`src/rtl/float_op_issuer_pkg.sv`:
```
// Shared definitions for the float_alu requester front-end: op codes, flag
// bit positions, canonical NaN, FSM state encoding and the ALU command payload.
package float_op_issuer_pkg;

  localparam int unsigned DATA_W  = 32;
  localparam int unsigned OP_W    = 3;
  localparam int unsigned FLAG_W  = 5;
  localparam int unsigned STALE_W = 8;

  localparam logic [OP_W-1:0] OP_ADD = 3'd0;
  localparam logic [OP_W-1:0] OP_SUB = 3'd1;
  localparam logic [OP_W-1:0] OP_MUL = 3'd2;
  localparam logic [OP_W-1:0] OP_DIV = 3'd3;

  // Bit positions inside the 5-bit XZOUI flag vector
  localparam int unsigned FLAG_X = 4;
  localparam int unsigned FLAG_Z = 3;
  localparam int unsigned FLAG_O = 2;
  localparam int unsigned FLAG_U = 1;
  localparam int unsigned FLAG_I = 0;

  localparam logic [DATA_W-1:0] QNAN = 32'h7FC0_0000;

  typedef enum logic [1:0] {
    ST_IDLE  = 2'd0,
    ST_ISSUE = 2'd1,
    ST_WAIT  = 2'd2,
    ST_RESP  = 2'd3
  } state_e;

  typedef struct packed {
    logic [DATA_W-1:0] op_a;
    logic [DATA_W-1:0] op_b;
    logic [OP_W-1:0]   op_code;
    logic              round_mode;
    logic              mode_fp;
  } alu_cmd_t;

endpackage

```
`src/rtl/float_op_watchdog.sv`:
```
// Cycle counter for the WAIT state; freezes once it reaches LIMIT so the
// expiry indication cannot wrap away.
module float_op_watchdog #(
  parameter int unsigned CNT_W = 7,
  parameter int unsigned LIMIT = 64
) (
  input  logic clk,
  input  logic rst_n,
  input  logic clr,
  input  logic en,
  output logic expired_c
);

  logic [CNT_W-1:0] cnt_q;

  always_ff @(posedge clk or negedge rst_n) begin
    if (!rst_n) begin
      cnt_q <= '0;
    end else if (clr) begin
      cnt_q <= '0;
    end else if (en && !expired_c) begin
      cnt_q <= cnt_q + CNT_W'(1);
    end
  end

  assign expired_c = (cnt_q == CNT_W'(LIMIT));

endmodule

```
`src/rtl/float_op_issuer.sv`:
```
// Requester front-end for float_alu: one outstanding op, tagged responses,
// sticky XZOUI accumulation, watchdog timeout and stale-result discard.
module float_op_issuer
  import float_op_issuer_pkg::*;
#(
  parameter int unsigned TAG_W          = 4,
  parameter int unsigned TIMEOUT_CYCLES = 64,
  parameter int unsigned CNT_W          = 7
) (
  input  logic                clk,
  input  logic                rst_n,
  input  logic                cmd_valid,
  output logic                cmd_ready,
  input  logic [DATA_W-1:0]   cmd_op_a,
  input  logic [DATA_W-1:0]   cmd_op_b,
  input  logic [OP_W-1:0]     cmd_op_code,
  input  logic                cmd_round_mode,
  input  logic                cmd_mode_fp,
  input  logic [TAG_W-1:0]    cmd_tag,
  output logic [DATA_W-1:0]   alu_op_a,
  output logic [DATA_W-1:0]   alu_op_b,
  output logic [OP_W-1:0]     alu_op_code,
  output logic                alu_round_mode,
  output logic                alu_mode_fp,
  output logic                alu_start,
  output logic                alu_ready_in,
  input  logic                alu_ready_out,
  input  logic                alu_valid_out,
  input  logic [DATA_W-1:0]   alu_result,
  input  logic [FLAG_W-1:0]   alu_flags,
  output logic                rsp_valid,
  input  logic                rsp_ready,
  output logic [DATA_W-1:0]   rsp_result,
  output logic [FLAG_W-1:0]   rsp_flags,
  output logic [TAG_W-1:0]    rsp_tag,
  output logic                rsp_timeout,
  output logic [FLAG_W-1:0]   acc_flags,
  input  logic                acc_clr,
  output logic [STALE_W-1:0]  stale_drops
);

  state_e           state_q, state_d;
  alu_cmd_t         cmd_q;
  logic [TAG_W-1:0] tag_q;
  logic             wd_expired_c;
  logic             accept_c, capture_c, timeout_c, stale_c;

  assign accept_c  = (state_q == ST_IDLE) && cmd_valid;
  assign capture_c = (state_q == ST_WAIT) && alu_valid_out;
  assign timeout_c = (state_q == ST_WAIT) && !alu_valid_out && wd_expired_c;
  assign stale_c   = ((state_q == ST_IDLE) || (state_q == ST_ISSUE)) && alu_valid_out;

  assign cmd_ready    = (state_q == ST_IDLE);
  assign alu_ready_in = (state_q != ST_RESP);

  assign alu_op_a       = cmd_q.op_a;
  assign alu_op_b       = cmd_q.op_b;
  assign alu_op_code    = cmd_q.op_code;
  assign alu_round_mode = cmd_q.round_mode;
  assign alu_mode_fp    = cmd_q.mode_fp;

  float_op_watchdog #(
    .CNT_W (CNT_W),
    .LIMIT (TIMEOUT_CYCLES)
  ) u_watchdog (
    .clk       (clk),
    .rst_n     (rst_n),
    .clr       (state_q != ST_WAIT),
    .en        (state_q == ST_WAIT),
    .expired_c (wd_expired_c)
  );

  always_ff @(posedge clk or negedge rst_n) begin
    if (!rst_n) state_q <= ST_IDLE;
    else        state_q <= state_d;
  end

  always_comb begin
    state_d = state_q;
    unique case (state_q)
      ST_IDLE:  if (cmd_valid)                state_d = ST_ISSUE;
      ST_ISSUE: if (alu_ready_out)            state_d = ST_WAIT;
      ST_WAIT:  if (capture_c || timeout_c)   state_d = ST_RESP;
      ST_RESP:  if (rsp_ready)                state_d = ST_IDLE;
      default:                                state_d = ST_IDLE;
    endcase
  end

  // Registered command, handshake, response and bookkeeping outputs
  always_ff @(posedge clk or negedge rst_n) begin
    if (!rst_n) begin
      cmd_q       <= '0;
      tag_q       <= '0;
      alu_start   <= 1'b0;
      rsp_valid   <= 1'b0;
      rsp_result  <= '0;
      rsp_flags   <= '0;
      rsp_tag     <= '0;
      rsp_timeout <= 1'b0;
      acc_flags   <= '0;
      stale_drops <= '0;
    end else begin
      alu_start <= (state_q == ST_ISSUE) && alu_ready_out;

      if (accept_c) begin
        cmd_q <= '{op_a: cmd_op_a, op_b: cmd_op_b, op_code: cmd_op_code,
                   round_mode: cmd_round_mode, mode_fp: cmd_mode_fp};
        tag_q <= cmd_tag;
      end

      if (capture_c) begin
        rsp_valid   <= 1'b1;
        rsp_result  <= alu_result;
        rsp_flags   <= alu_flags;
        rsp_tag     <= tag_q;
        rsp_timeout <= 1'b0;
      end else if (timeout_c) begin
        rsp_valid   <= 1'b1;
        rsp_result  <= QNAN;
        rsp_flags   <= '0;
        rsp_tag     <= tag_q;
        rsp_timeout <= 1'b1;
      end else if (rsp_valid && rsp_ready) begin
        rsp_valid   <= 1'b0;
      end

      // A clear coinciding with a capture keeps only the new flags
      if (capture_c) begin
        acc_flags <= (acc_clr ? '0 : acc_flags) | alu_flags;
      end else if (acc_clr) begin
        acc_flags <= '0;
      end

      if (stale_c && (stale_drops != '1)) begin
        stale_drops <= stale_drops + STALE_W'(1);
      end
    end
  end

endmodule

```
`config.mk`:
```
export PLATFORM = sky130hd
export DESIGN_NAME = float_op_issuer
export DESIGN_NICKNAME = d
export VERILOG_FILES = /design/src/rtl/float_op_issuer_pkg.sv /design/src/rtl/float_op_watchdog.sv /design/src/rtl/float_op_issuer.sv
export SDC_FILE = /design/constraint.sdc
export NUM_CORES = 1
export LEC_CHECK = 0
export CAP_MARGIN = 20
export CORE_MARGIN = 3
export CORE_UTILIZATION = 38
export CTS_CLUSTER_SIZE = 14
export DETAILED_ROUTE_END_ITERATION = 8
export HOLD_SLACK_MARGIN = 0.03
export PLACE_DENSITY = 0.7
export SLEW_MARGIN = 20
export SYNTH_ARGS = -nofsm -noshare
export SYNTH_HDL_FRONTEND = slang
export SYNTH_SLANG_ARGS = --single-unit
```
`constraint.sdc`:
```
create_clock -name clk -period 4 [get_ports clk]
set_clock_uncertainty 0.1 [all_clocks]
set_input_delay 0.4 -clock clk [delete_from_list [all_inputs] [get_ports clk]]
set_output_delay 0.4 -clock clk [all_outputs]
set_load 0.02 [all_outputs]
```
Yosys cells after proc, flatten, opt, wreduce, memory -nomap -nowiden. Cells that the tools add are included.

Register bits after elaboration: 139. Bits in latches: 0. Memory bits (writable): 0. Bits in read-only memories: 0. Output and inout bits: 128. Word-level logic and storage cells: 68. Memories kept: 0.

Add/subtract/negate cells: 2. Multiply operators: 0. Divide/modulo/power cells: 0. $lt $le $gt $ge: 0. Equality and inequality tests: 11. Shifts and indexed selects: 0. Muxes and demuxes: 20. Bitwise operators: 1. Reduce and logical (&&, ||, !) cells: 18.

Operators with widths (number): $mux W32 (2); $mux W5 (4); $mux W7 (2); $ne A2 B2 Y1 const B (6); $logic_and A1 B1 Y1 (9); $add A8 B1 Y8 const B (1); $mux W2 (4); $mux W4 (2); $ne A8 B8 Y1 const B (1); $pmux W2 S4 (1); $add A7 B1 Y7 const B (1); $eq A7 B7 Y1 const B (1); $mux W1 (5); $or A5 B5 Y5 (1); $eq A2 B2 Y1 const B (2); $reduce_and A4 Y1 (1); $reduce_bool A2 Y1 (2); $reduce_bool A3 Y1 (1); $eq A2 B1 Y1 const B (1); $logic_not A1 Y1 (2); $logic_not A2 Y1 (1); $logic_or A1 B1 Y1 (2).

Longest topological paths before layout. Gate-level depths: netlist of the first run.

Depth in word-level cells: 6. Gate-level depth with buffers: 7.

Modules after synthesis. From an unflattened synthesis of the first run, not the netlist that was laid out.

Cells, all modules: 388. Area total of the unflattened synthesis: 5754.3 um2.

Modules (own cells, without submodules): float_op_issuer (instances 1, cells an instance 342, area each 5316.3 um2, sequential area each 3303.2 um2); float_op_watchdog (instances 1, cells an instance 46, area each 437.9 um2, sequential area each 175.2 um2).

Least setup slack after synthesis of the first run. OpenSTA, ideal clock, no wires.

Path type: reg2reg. Start point: register state_q[0]. End point: register stale_drops[1]. Arrival time: 1595 ps. Required time: 3775 ps. Setup slack: 2180 ps. Stages on the path, launching flop included: 6. Buffers on the path: 0. Period minus slack after synthesis: 1820 ps. Path through: dfrtp_1 -> inv_1 -> ha_1 -> o21ai_0 -> a21o_1 -> mux2_2.

Word-level cells in the longest chain between the ends: 4. Elaborated cells between the ends (all ways): 5. Classes of those cells: eq/ne (1); reduce/logical (4).

RTL lines: start, declared (RTL line float_op_issuer.sv:42) `state_e state_q, state_d;`; start signal, assigned (RTL line float_op_issuer.sv:75) `else state_q <= state_d;`; $logic_not A2 Y1; via cmd_ready (RTL line float_op_issuer.sv:13) `output logic cmd_ready,`; $logic_or A1 B1 Y1 (RTL line float_op_issuer.sv:51) `assign stale_c = ((state_q == ST_IDLE) || (state_q == ST_ISSUE)) && alu_valid_out;`; $logic_and A1 B1 Y1 (RTL line float_op_issuer.sv:51); $logic_and A1 B1 Y1 (RTL line float_op_issuer.sv:134) `if (stale_c && (stale_drops != '1)) begin`; end signal, assigned (RTL line float_op_issuer.sv:135) `stale_drops <= stale_drops + STALE_W'(1);`; end, declared (RTL line float_op_issuer.sv:39) `output logic [STALE_W-1:0] stale_drops`.

The timed path passes the listed nets, and every way through them passes these cells. A chain may end at the register's enable or synchronous reset.

Worst setup path after layout of the first run.
Start point: register state_q[0]. End point: output port cmd_ready.

Word-level cells in the longest chain between the ends: 1.

RTL lines: $logic_not A2 Y1 (RTL line float_op_issuer.sv:53) `assign cmd_ready = (state_q == ST_IDLE);`; end, declared (RTL line float_op_issuer.sv:13).

Every way passes these cells.

==> impl_metrics.json, run 1 <==
{
  "root_buffer": "clkbuf_16",
  "grt_pass1_vias": 4840,
  "path_cells": "inv_1 -> ha_1 -> clkdlybuf4s50_1",
  "placement_rows": 44,
  "maxCapViolCount": 0,
  "clockBufferDepth": 2,
  "coreArea_um2": 14700,
  "cts.sinks": 139,
  "async_flop_share": 1.00,
  "vias_per_cell": 5.04,
  "dp_slack_ns": 1.50,
  "yosysTopAreaCell": "dfrtp_1",
  "cp-end-kind": "output pin",
  "setup_viol": 0,
  "syn-instance-count": 442,
  "area_growth_pct": 54.6,
  "power_density_nw_per_um2": 826,
  "cts_hold_buffers": 1,
  "hold_viol": 0,
  "ioPinCount": 245,
  "yosysSeqAreaShare": 0.603,
  "port_buffers": 244,
  "syn_area_um2": 5770,
  "h-tree-depth": 4,
  "critPathLaunchType": "register",
  "design.die.area_um2": 16700,
  "fillers": 1168,
  "cts_setup_buffers": 0,
  "worst_path_max_delay_cell": "clkdlybuf4s50_1",
  "cts_buffers": 17,
  "synth_edf_count": 0,
  "hp-class": "register to register",
  "grt.total_usage": 0.193,
  "top_layer_used": "met5",
  "p_switching_uw": 2630,
  "clkSlewWorstSetupHoldPaths_ns": 0.06,
  "synth.avg_cell_area_um2": 13.1,
  "critPathRequiredTime_ns": 3.50,
  "status": "completed",
  "routed_wl_um": 15900,
  "leakage_uw": 0.00366,
  "tritoncts": "done",
  "fmaxAchievable_ghz": 0.403,
  "drc": 0,
  "layout_setup_ws_ns": 1.52,
  "critPathMaxFanout": 7,
  "die_y_um": 129,
  "tns_ns": 0,
  "post-route-min-period_ns": 2.48,
  "clock_power_share": 0.197,
  "routed-wl-met3_um": 1510,
  "gp_congestion": 0.717,
  "intPower_uw": 4730,
  "path_class": "register to output pin",
  "min_period_over_period": 0.621,
  "synth.top_cell.area_share": 0.603,
  "vias": 4436,
  "synth.distinct_cells": 41,
  "die_w_um": 129,
  "clock_latency_ns": 0.41,
  "drt_iter0_markers": 208,
  "ir_worst_vdd_v": 0.000425,
  "seqPwrFrac": 0.330,
  "slew_viol_final": 0,
  "nets": 810,
  "p_sw_frac": 0.358,
  "wire_per_inst_um": 18.0,
  "worst_pin_slew_ns": 1.04,
  "met2_length_um": 8110,
  "rsz0062_at_grt": "false",
  "yosysMostFrequentCell": "dfrtp_1",
  "antennaDiodeCount": 0,
  "yosysWarningCount": 0,
  "start_util": 0.392,
  "max_stage_delay_ns": 0.68,
  "cts-resized-gates": 0,
  "ys_ff_latch": 139,
  "dr.pass1.iters": 4,
  "drtAntennaViolNets": 0,
  "grt-ovfl-total": 0,
  "synthTopCellsByArea": "dfrtp_1 60%, mux2_2 14%, a221o_1 4.0%",
  "synth_ff_type": "dfrtp_1",
  "synth.net_count": 566,
  "drive_gt1_frac": 0.157,
  "antenna_found_initial": 1,
  "wl_met1_um": 6030,
  "ys_top_cells_by_count": "139 x dfrtp_1, 74 x mux2_2, 25 x nor2b_1, 23 x a221o_1, 23 x inv_1",
  "post-dp-hpwl_um": 11600,
  "grt_pass1_wl_um": 25000,
  "pwr-share-comb": 0.472,
  "grt_max_degree": 75,
  "arrival_ns": 1.98,
  "slew_headroom": 0.308
}
-- sequential cells by signal, summed over array words and instances, names as in the netlist --
signal,cells
alu_round_mode,1
tag_q,4
rsp_valid,1
alu_start,1
rsp_result,32
u_watchdog.cnt_q,7
acc_flags,5
alu_mode_fp,1
rsp_flags,5
stale_drops,8
alu_op_a,32
state_q,2
alu_op_b,32
alu_op_code,3
rsp_tag,4
rsp_timeout,1
-- power by group through the flow --
stage	Combinational [uW]	Clock (uW)	Sequential, uW
after floorplan	1180	0	3100
after global placement	3430	0	2410
after detailed placement	3510	0	2440
after CTS	3530	1490	2440
after global routing	3720	1550	2520
final	3480	1450	2430
-- cell type report --
class,instances,area (um^2),area share
Inverter,23,86.3,0.00968
Sequential cell,139,3480,0.390
Clock buffer,27,503,0.0564
Multi-Input combinational cell,256,2100,0.235
Timing Repair Buffer,249,2490,0.279
Tap cell,184,230,0.0258
Clock inverter,2,35.0,0.00393
-- per-layer routing --
metal	vias to the layer above	global-route usage
met5	-	0
met4	2	0.0673
met3	18	0.0882
met2	157	0.323
met1	2181	0.218
li1	2078	-
-- kinds of logic (layout without fill, tap and decap cells) --
group | after synthesis | in the layout | share of synthesized area
xor+xnor | 6 | 6 | 0.00911
simple gates | 75 | 75 | 0.0742
mux | 74 | 74 | 0.144
flops | 139 | 139 | 0.603
compound gates | 94 | 94 | 0.118
buf+inv | 47 | 301 | 0.0367
fa+ha+maj | 7 | 7 | 0.0152
-- final timing paths --
check                                     from            to  slack (ns)  depth (start not counted)
max in group asynchronous                rst_n   alu_op_b[7]        2.34                          3
min in group asynchronous                rst_n  alu_op_a[11]        0.47                          2
min reg2reg                       alu_op_a[19]  alu_op_a[19]        0.40                          1
max reg2reg                u_watchdog.cnt_q[0]    rsp_tag[0]        1.73                          5
min                               alu_op_a[19]  alu_op_a[19]        0.40                          1
max                                 state_q[0]     cmd_ready        1.52                          3
-- metrics by stage --
stage	util	cell area, um^2	hold WS [ns]	instances	total power (uW)
final	0.607	8920	0.401	880	7360
after global routing	0.607	8920	0.417	880	7790
after CTS	0.607	8920	0.405	880	7450
after detailed placement	0.570	8370	0.371	850	5960
after global placement	0.569	8360	0.357	849	5850
after floorplan	-	5770	0.00441	442	4270
-- cells in the final DEF (no fill, tap or decap), types with 2 or more instances in the layout --
| master | count |
|---|---|
| a211oi_1 | 2 |
| a21oi_1 | 21 |
| a221o_1 | 23 |
| a31oi_1 | 8 |
| and2_1 | 2 |
| and3_1 | 4 |
| buf_4 | 3 |
| clkbuf_1 | 6 |
| clkbuf_16 | 17 |
| clkbuf_8 | 4 |
| clkdlybuf4s50_1 | 243 |
| dfrtp_1 | 139 |
| ha_1 | 6 |
| inv_1 | 23 |
| mux2_2 | 74 |
| nand2_1 | 18 |
| nand2b_1 | 5 |
| nand3_1 | 6 |
| nand4_1 | 2 |
| nor2_1 | 4 |
| nor2b_1 | 25 |
| o211ai_1 | 10 |
| o21ai_0 | 11 |
| o22ai_1 | 10 |
| or3_1 | 2 |
| xnor2_1 | 3 |
| xor2_1 | 3 |
-- worst max-delay path, delay by kind of cell (launching register included) --
family                     cells  cell delay [ns]
adders and majority gates      1             0.34
buffers and inverters          2             0.82
DFF                            1             0.42
(Power assumes the default switching activity.)
==> inputs of run 2 (changes only) <==
- clock period: 4 -> 2.6 ns (I/O delays scaled with it)
==> run 2 against run 1 <==
Worst setup slack lost 1.3 ns. Clock power increased by 69%. Register-to-register slack lost 1.2 ns. Power is 57% higher. Routed wire length grew 1.4%. Final area is 1.2% higher. Critical endpoint unchanged. Highest routed layer unchanged.
==> impl_metrics.json, run 2 (synthesized netlist as in run 1, its figures left out) <==
{
  "critPathLaunchType": "register",
  "arrival_ns": 1.99,
  "fmaxAchievable_ghz": 0.425,
  "fillers": 1166,
  "die_y_um": 129,
  "cts.sinks": 139,
  "die_w_um": 129,
  "hold_viol": 0,
  "clock_power_share": 0.211,
  "mostFrequentLayoutCells": "243 x clkdlybuf4s50_1, 139 x dfrtp_1, 74 x mux2_2",
  "rsz0062_at_grt": "false",
  "min_period_over_period": 0.904,
  "p_switching_uw": 4170,
  "critPathMaxFanout": 7,
  "seqPwrFrac": 0.322,
  "power_density_nw_per_um2": 1280,
  "hold_slack_ns": 0.226,
  "vias": 4452,
  "tns_ns": 0,
  "layout_commonest_cell": "clkdlybuf4s50_1",
  "critPathRequiredTime_ns": 2.24,
  "start_util": 0.392,
  "slew_viol_final": 0,
  "wire_per_inst_um": 18.1,
  "ir_worst_vdd_v": 0.000700,
  "slew_headroom": 0.666,
  "pwr-share-comb": 0.467,
  "ioPinCount": 245,
  "clock_latency_ns": 0.40,
  "status": "completed",
  "hp-class": "input port to asynchronous set/reset pin",
  "path_class": "register to output pin",
  "clkSlewWorstSetupHoldPaths_ns": 0.06,
  "setup_viol": 0,
  "antennaDiodeCount": 0,
  "grt.total_usage": 0.195,
  "placement_rows": 44,
  "area_growth_pct": 56.5,
  "h-tree-depth": 4,
  "drc": 0,
  "total_power_uw": 11600,
  "drive_gt1_frac": 0.172,
  "drtAntennaViolNets": 0,
  "vias_per_cell": 5.02,
  "cts_setup_buffers": 0,
  "rr_worst_depth": 6,
  "p_sw_frac": 0.360,
  "grt_pass1_wl_um": 25400,
  "intPower_uw": 7420,
  "r2r-end": "rsp_result[4]",
  "grt-ovfl-total": 0,
  "design.die.area_um2": 16700,
  "antenna_found_initial": 2,
  "worst_pin_slew_ns": 0.502,
  "leakage_uw": 0.00371,
  "cts_buffers": 17,
  "regArea_um2": 3480,
  "routed_wl_um": 16100,
  "clockBufferDepth": 2,
  "dr.pass1.iters": 4,
  "grt_pass1_vias": 4847,
  "grt_max_degree": 58,
  "post-route-min-period_ns": 2.35,
  "cp-end-kind": "output pin",
  "cts-resized-gates": 0,
  "multi_input_area_um2": 2100,
  "drt_iter0_markers": 166,
  "nets": 814,
  "r2r_slack_ns": 0.50,
  "maxCapViolCount": 0,
  "tritoncts": "done",
  "post-dp-hpwl_um": 11900,
  "reg2reg_from": "u_watchdog.cnt_q[0]",
  "gp_congestion": 0.754,
  "coreArea_um2": 14700,
  "port_buffers": 244,
  "root_buffer": "clkbuf_16"
}
run 2: changes by cell type in the layout (fill, tap and decap cells not counted), sizes merged:
cell	before	now
bufinv	1	3
inv	23	25
clkbuf	27	18
clkinv	1	6
clkinvlp	0	3
buf	5	9
run 2: area by class of cell:
class,count,share of cell area
clock inverters,14,0.0190
flip-flops and latches,139,0.385
multi-input cells,256,0.232
inverters,23,0.00956
well taps,184,0.0255
repair buffers,253,0.281
clock buffers,18,0.0475
run 2: stage by stage:
stage | setup WS [ns] | cell area, um^2 | cells | util
finish | 0.249 | 9030 | 887 | 0.614
global placement | 0.564 | 8420 | 854 | 0.573
global route | 0.162 | 9030 | 887 | 0.614
floorplan | 0.780 | 5770 | 442 | -
CTS | 0.223 | 9030 | 887 | 0.614
detailed placement | 0.506 | 8420 | 854 | 0.573
run 2: critical path, cell delays in order (launching register included):
cell and delay [ns]:
dfrtp_1 0.41, inv_1 0.14, ha_1 0.34, clkdlybuf4s50_1 0.69
run 2: metal layers:
layer / up-vias / share of wire / global-route usage
met4: 4 / 0.021 / 0.0667
met5: - / 0.0016 / 0
met2: 153 / 0.50 / 0.324
li1: 2086 / - / -
met3: 26 / 0.092 / 0.0866
met1: 2183 / 0.38 / 0.226
run 2: repair_timing:
item	CTS	global route
setup endpoints to repair	0	0
hold buffers	1	0
endpoints found under the hold margin	42	0
run 2: how the worst max path moves through the flow:
stage                             start        endpoint  slack, ns
floorplan                    state_q[0]  stale_drops[1]       0.78
global placement    u_watchdog.cnt_q[0]  rsp_result[19]       0.56
detailed placement  u_watchdog.cnt_q[0]  rsp_result[12]       0.51
CTS                          state_q[0]       cmd_ready       0.22
global route                 state_q[0]       cmd_ready       0.16
finish                       state_q[0]       cmd_ready       0.25
run 2: power by group through the flow:
stage | clock, uW | combinational, uW | sequential (uW)
final | 2450 | 5410 | 3730
after global routing | 2600 | 5770 | 3870
after CTS | 2500 | 5480 | 3740
after detailed placement | 0 | 5440 | 3760
after global placement | 0 | 5350 | 3710
after floorplan | 0 | 1810 | 4770
==> inputs of run 3 (changes only) <==
- CTS_CLUSTER_SIZE: 14 -> 10
- SETUP_SLACK_MARGIN: unset -> 0.3
==> run 3 against run 2 <==
Worst hold slack did not move. Sequential power barely moved. Worst setup slack improved by 0.25 ns. Non-clock buffer count did not move. Power barely moved. Sequential share of layout area barely moved. First-iteration DRC count did not move. Global-route usage did not move. Register-to-register slack barely moved. Die area did not move. Final area barely moved. Critical path depth rose by 3. Critical path type is now register to register. Highest routed layer unchanged.
==> impl_metrics.json, run 3 (synthesized netlist as in run 1, its figures left out) <==
{
  "status": "completed",
  "tns_ns": 0,
  "root_buffer": "clkbuf_16",
  "cp-end-kind": "register",
  "drt_iter0_markers": 166,
  "coreArea_um2": 14700,
  "drive_gt1_frac": 0.172,
  "placement_rows": 44,
  "area_growth_pct": 56.5,
  "clock_latency_ns": 0.40,
  "vias": 4452,
  "power_density_nw_per_um2": 1280,
  "worst_path_max_delay_cell": "dfrtp_1",
  "drtAntennaViolNets": 0,
  "critPathMaxFanout": 26,
  "setup_viol": 0,
  "vias_per_cell": 5.02,
  "path_class": "register to register",
  "worst_pin_slew_ns": 0.502,
  "die_y_um": 129,
  "design.die.area_um2": 16700,
  "max_stage_delay_ns": 0.42,
  "arrival_ns": 2.28,
  "critPathBufInv": 2,
  "cts.sinks": 139,
  "gp_congestion": 0.754,
  "grt_pass1_vias": 4847,
  "slew_headroom": 0.666,
  "grt.total_usage": 0.195,
  "antennaDiodeCount": 0,
  "routed_wl_um": 16100,
  "layout_commonest_cell": "clkdlybuf4s50_1",
  "die_w_um": 129,
  "cp_top_family": "compound AO/OA/AOI/OAI gates",
  "ir_worst_vdd_v": 0.000700,
  "ioPinCount": 245,
  "wire_per_inst_um": 18.1,
  "mostFrequentLayoutCells": "242 x clkdlybuf4s50_1, 139 x dfrtp_1, 74 x mux2_2",
  "h-tree-depth": 4,
  "cts_setup_buffers": 0,
  "clkSlewWorstSetupHoldPaths_ns": 0.06,
  "nets": 814,
  "rsz0062_at_grt": "false",
  "grt-ovfl-total": 0,
  "drc": 0,
  "slew_viol_final": 0,
  "hp-class": "input port to asynchronous set/reset pin",
  "maxCapViolCount": 0,
  "post-dp-hpwl_um": 11900,
  "hold_viol": 0,
  "fmaxAchievable_ghz": 0.476,
  "start_util": 0.392,
  "dr.pass1.iters": 4,
  "critPathRequiredTime_ns": 2.78,
  "tritoncts": "done",
  "grt_pass1_wl_um": 25400,
  "cts_buffers": 17,
  "critPathLaunchType": "register",
  "leakage_uw": 0.00372,
  "antenna_found_initial": 2,
  "grt_max_degree": 58,
  "port_buffers": 244,
  "post-route-min-period_ns": 2.10,
  "path_cells": "inv_1 -> ha_1 -> nor2b_1 -> a21oi_4 -> buf_4 -> a221o_1",
  "clockBufferDepth": 2,
  "min_period_over_period": 0.808,
  "total_power_uw": 11600
}
==> run 3: layout make-up <==
| class | instances | area, um^2 |
|---|---|---|
| Clock buffer | 18 | 429 |
| Clock inverter | 14 | 171 |
| Fill cell | 1167 | 5670 |
| Inverter | 23 | 86.3 |
| Multi-Input combinational cell | 256 | 2100 |
| Sequential cell | 139 | 3480 |
| Tap cell | 184 | 230 |
| Timing Repair Buffer | 253 | 2540 |
==> run 3: final timing paths <==
check,startpoint,endpoint,slack [ns],cells past startpoint
setup / recovery,u_watchdog.cnt_q[0],rsp_result[4],0.50,6
hold / removal,rst_n,alu_op_code[2],0.23,2
setup reg to reg,u_watchdog.cnt_q[0],rsp_result[4],0.50,6
hold reg to reg,tag_q[0],tag_q[0],0.40,1
max in group asynchronous,rst_n,alu_op_b[20],1.28,3
min in group clk,rsp_ready,rsp_valid,0.35,2
==> run 3: where the power goes <==
part           switching (uW)  leakage, uW  internal [uW]  total [uW]
clock network             933     0.000287           1510        2450
logic                    2630      0.00179           2770        5400
registers                 609      0.00164           3120        3730
total                    4170      0.00372           7410       11600
==> run 3: stage by stage <==
step,area (um^2),setup slack (ns),utilization,cells,hold slack (ns)
after floorplan,5770,0.780,-,442,-0.136
after global placement,8420,0.564,0.573,854,0.106
after detailed placement,8420,0.506,0.573,854,0.113
after CTS,9030,0.500,0.614,887,0.238
after global routing,9030,0.382,0.614,887,0.275
final,9030,0.498,0.614,887,0.226
==> run 3: per-layer routing <==
metal	global-route usage	wire length (um)	share of wire	vias to the layer above
met5	0	26	0.0016	-
met4	0.0667	342	0.021	4
met3	0.0866	1490	0.092	26
met2	0.324	8060	0.50	153
met1	0.226	6170	0.38	2183
li1	-	-	-	2086
==> run 3: timing repair <==
action                     in CTS  in global routing
gates resized for setup         1                  0
setup endpoints to repair       1                  0
hold endpoints to repair       42                  0
hold buffers                    1                  0
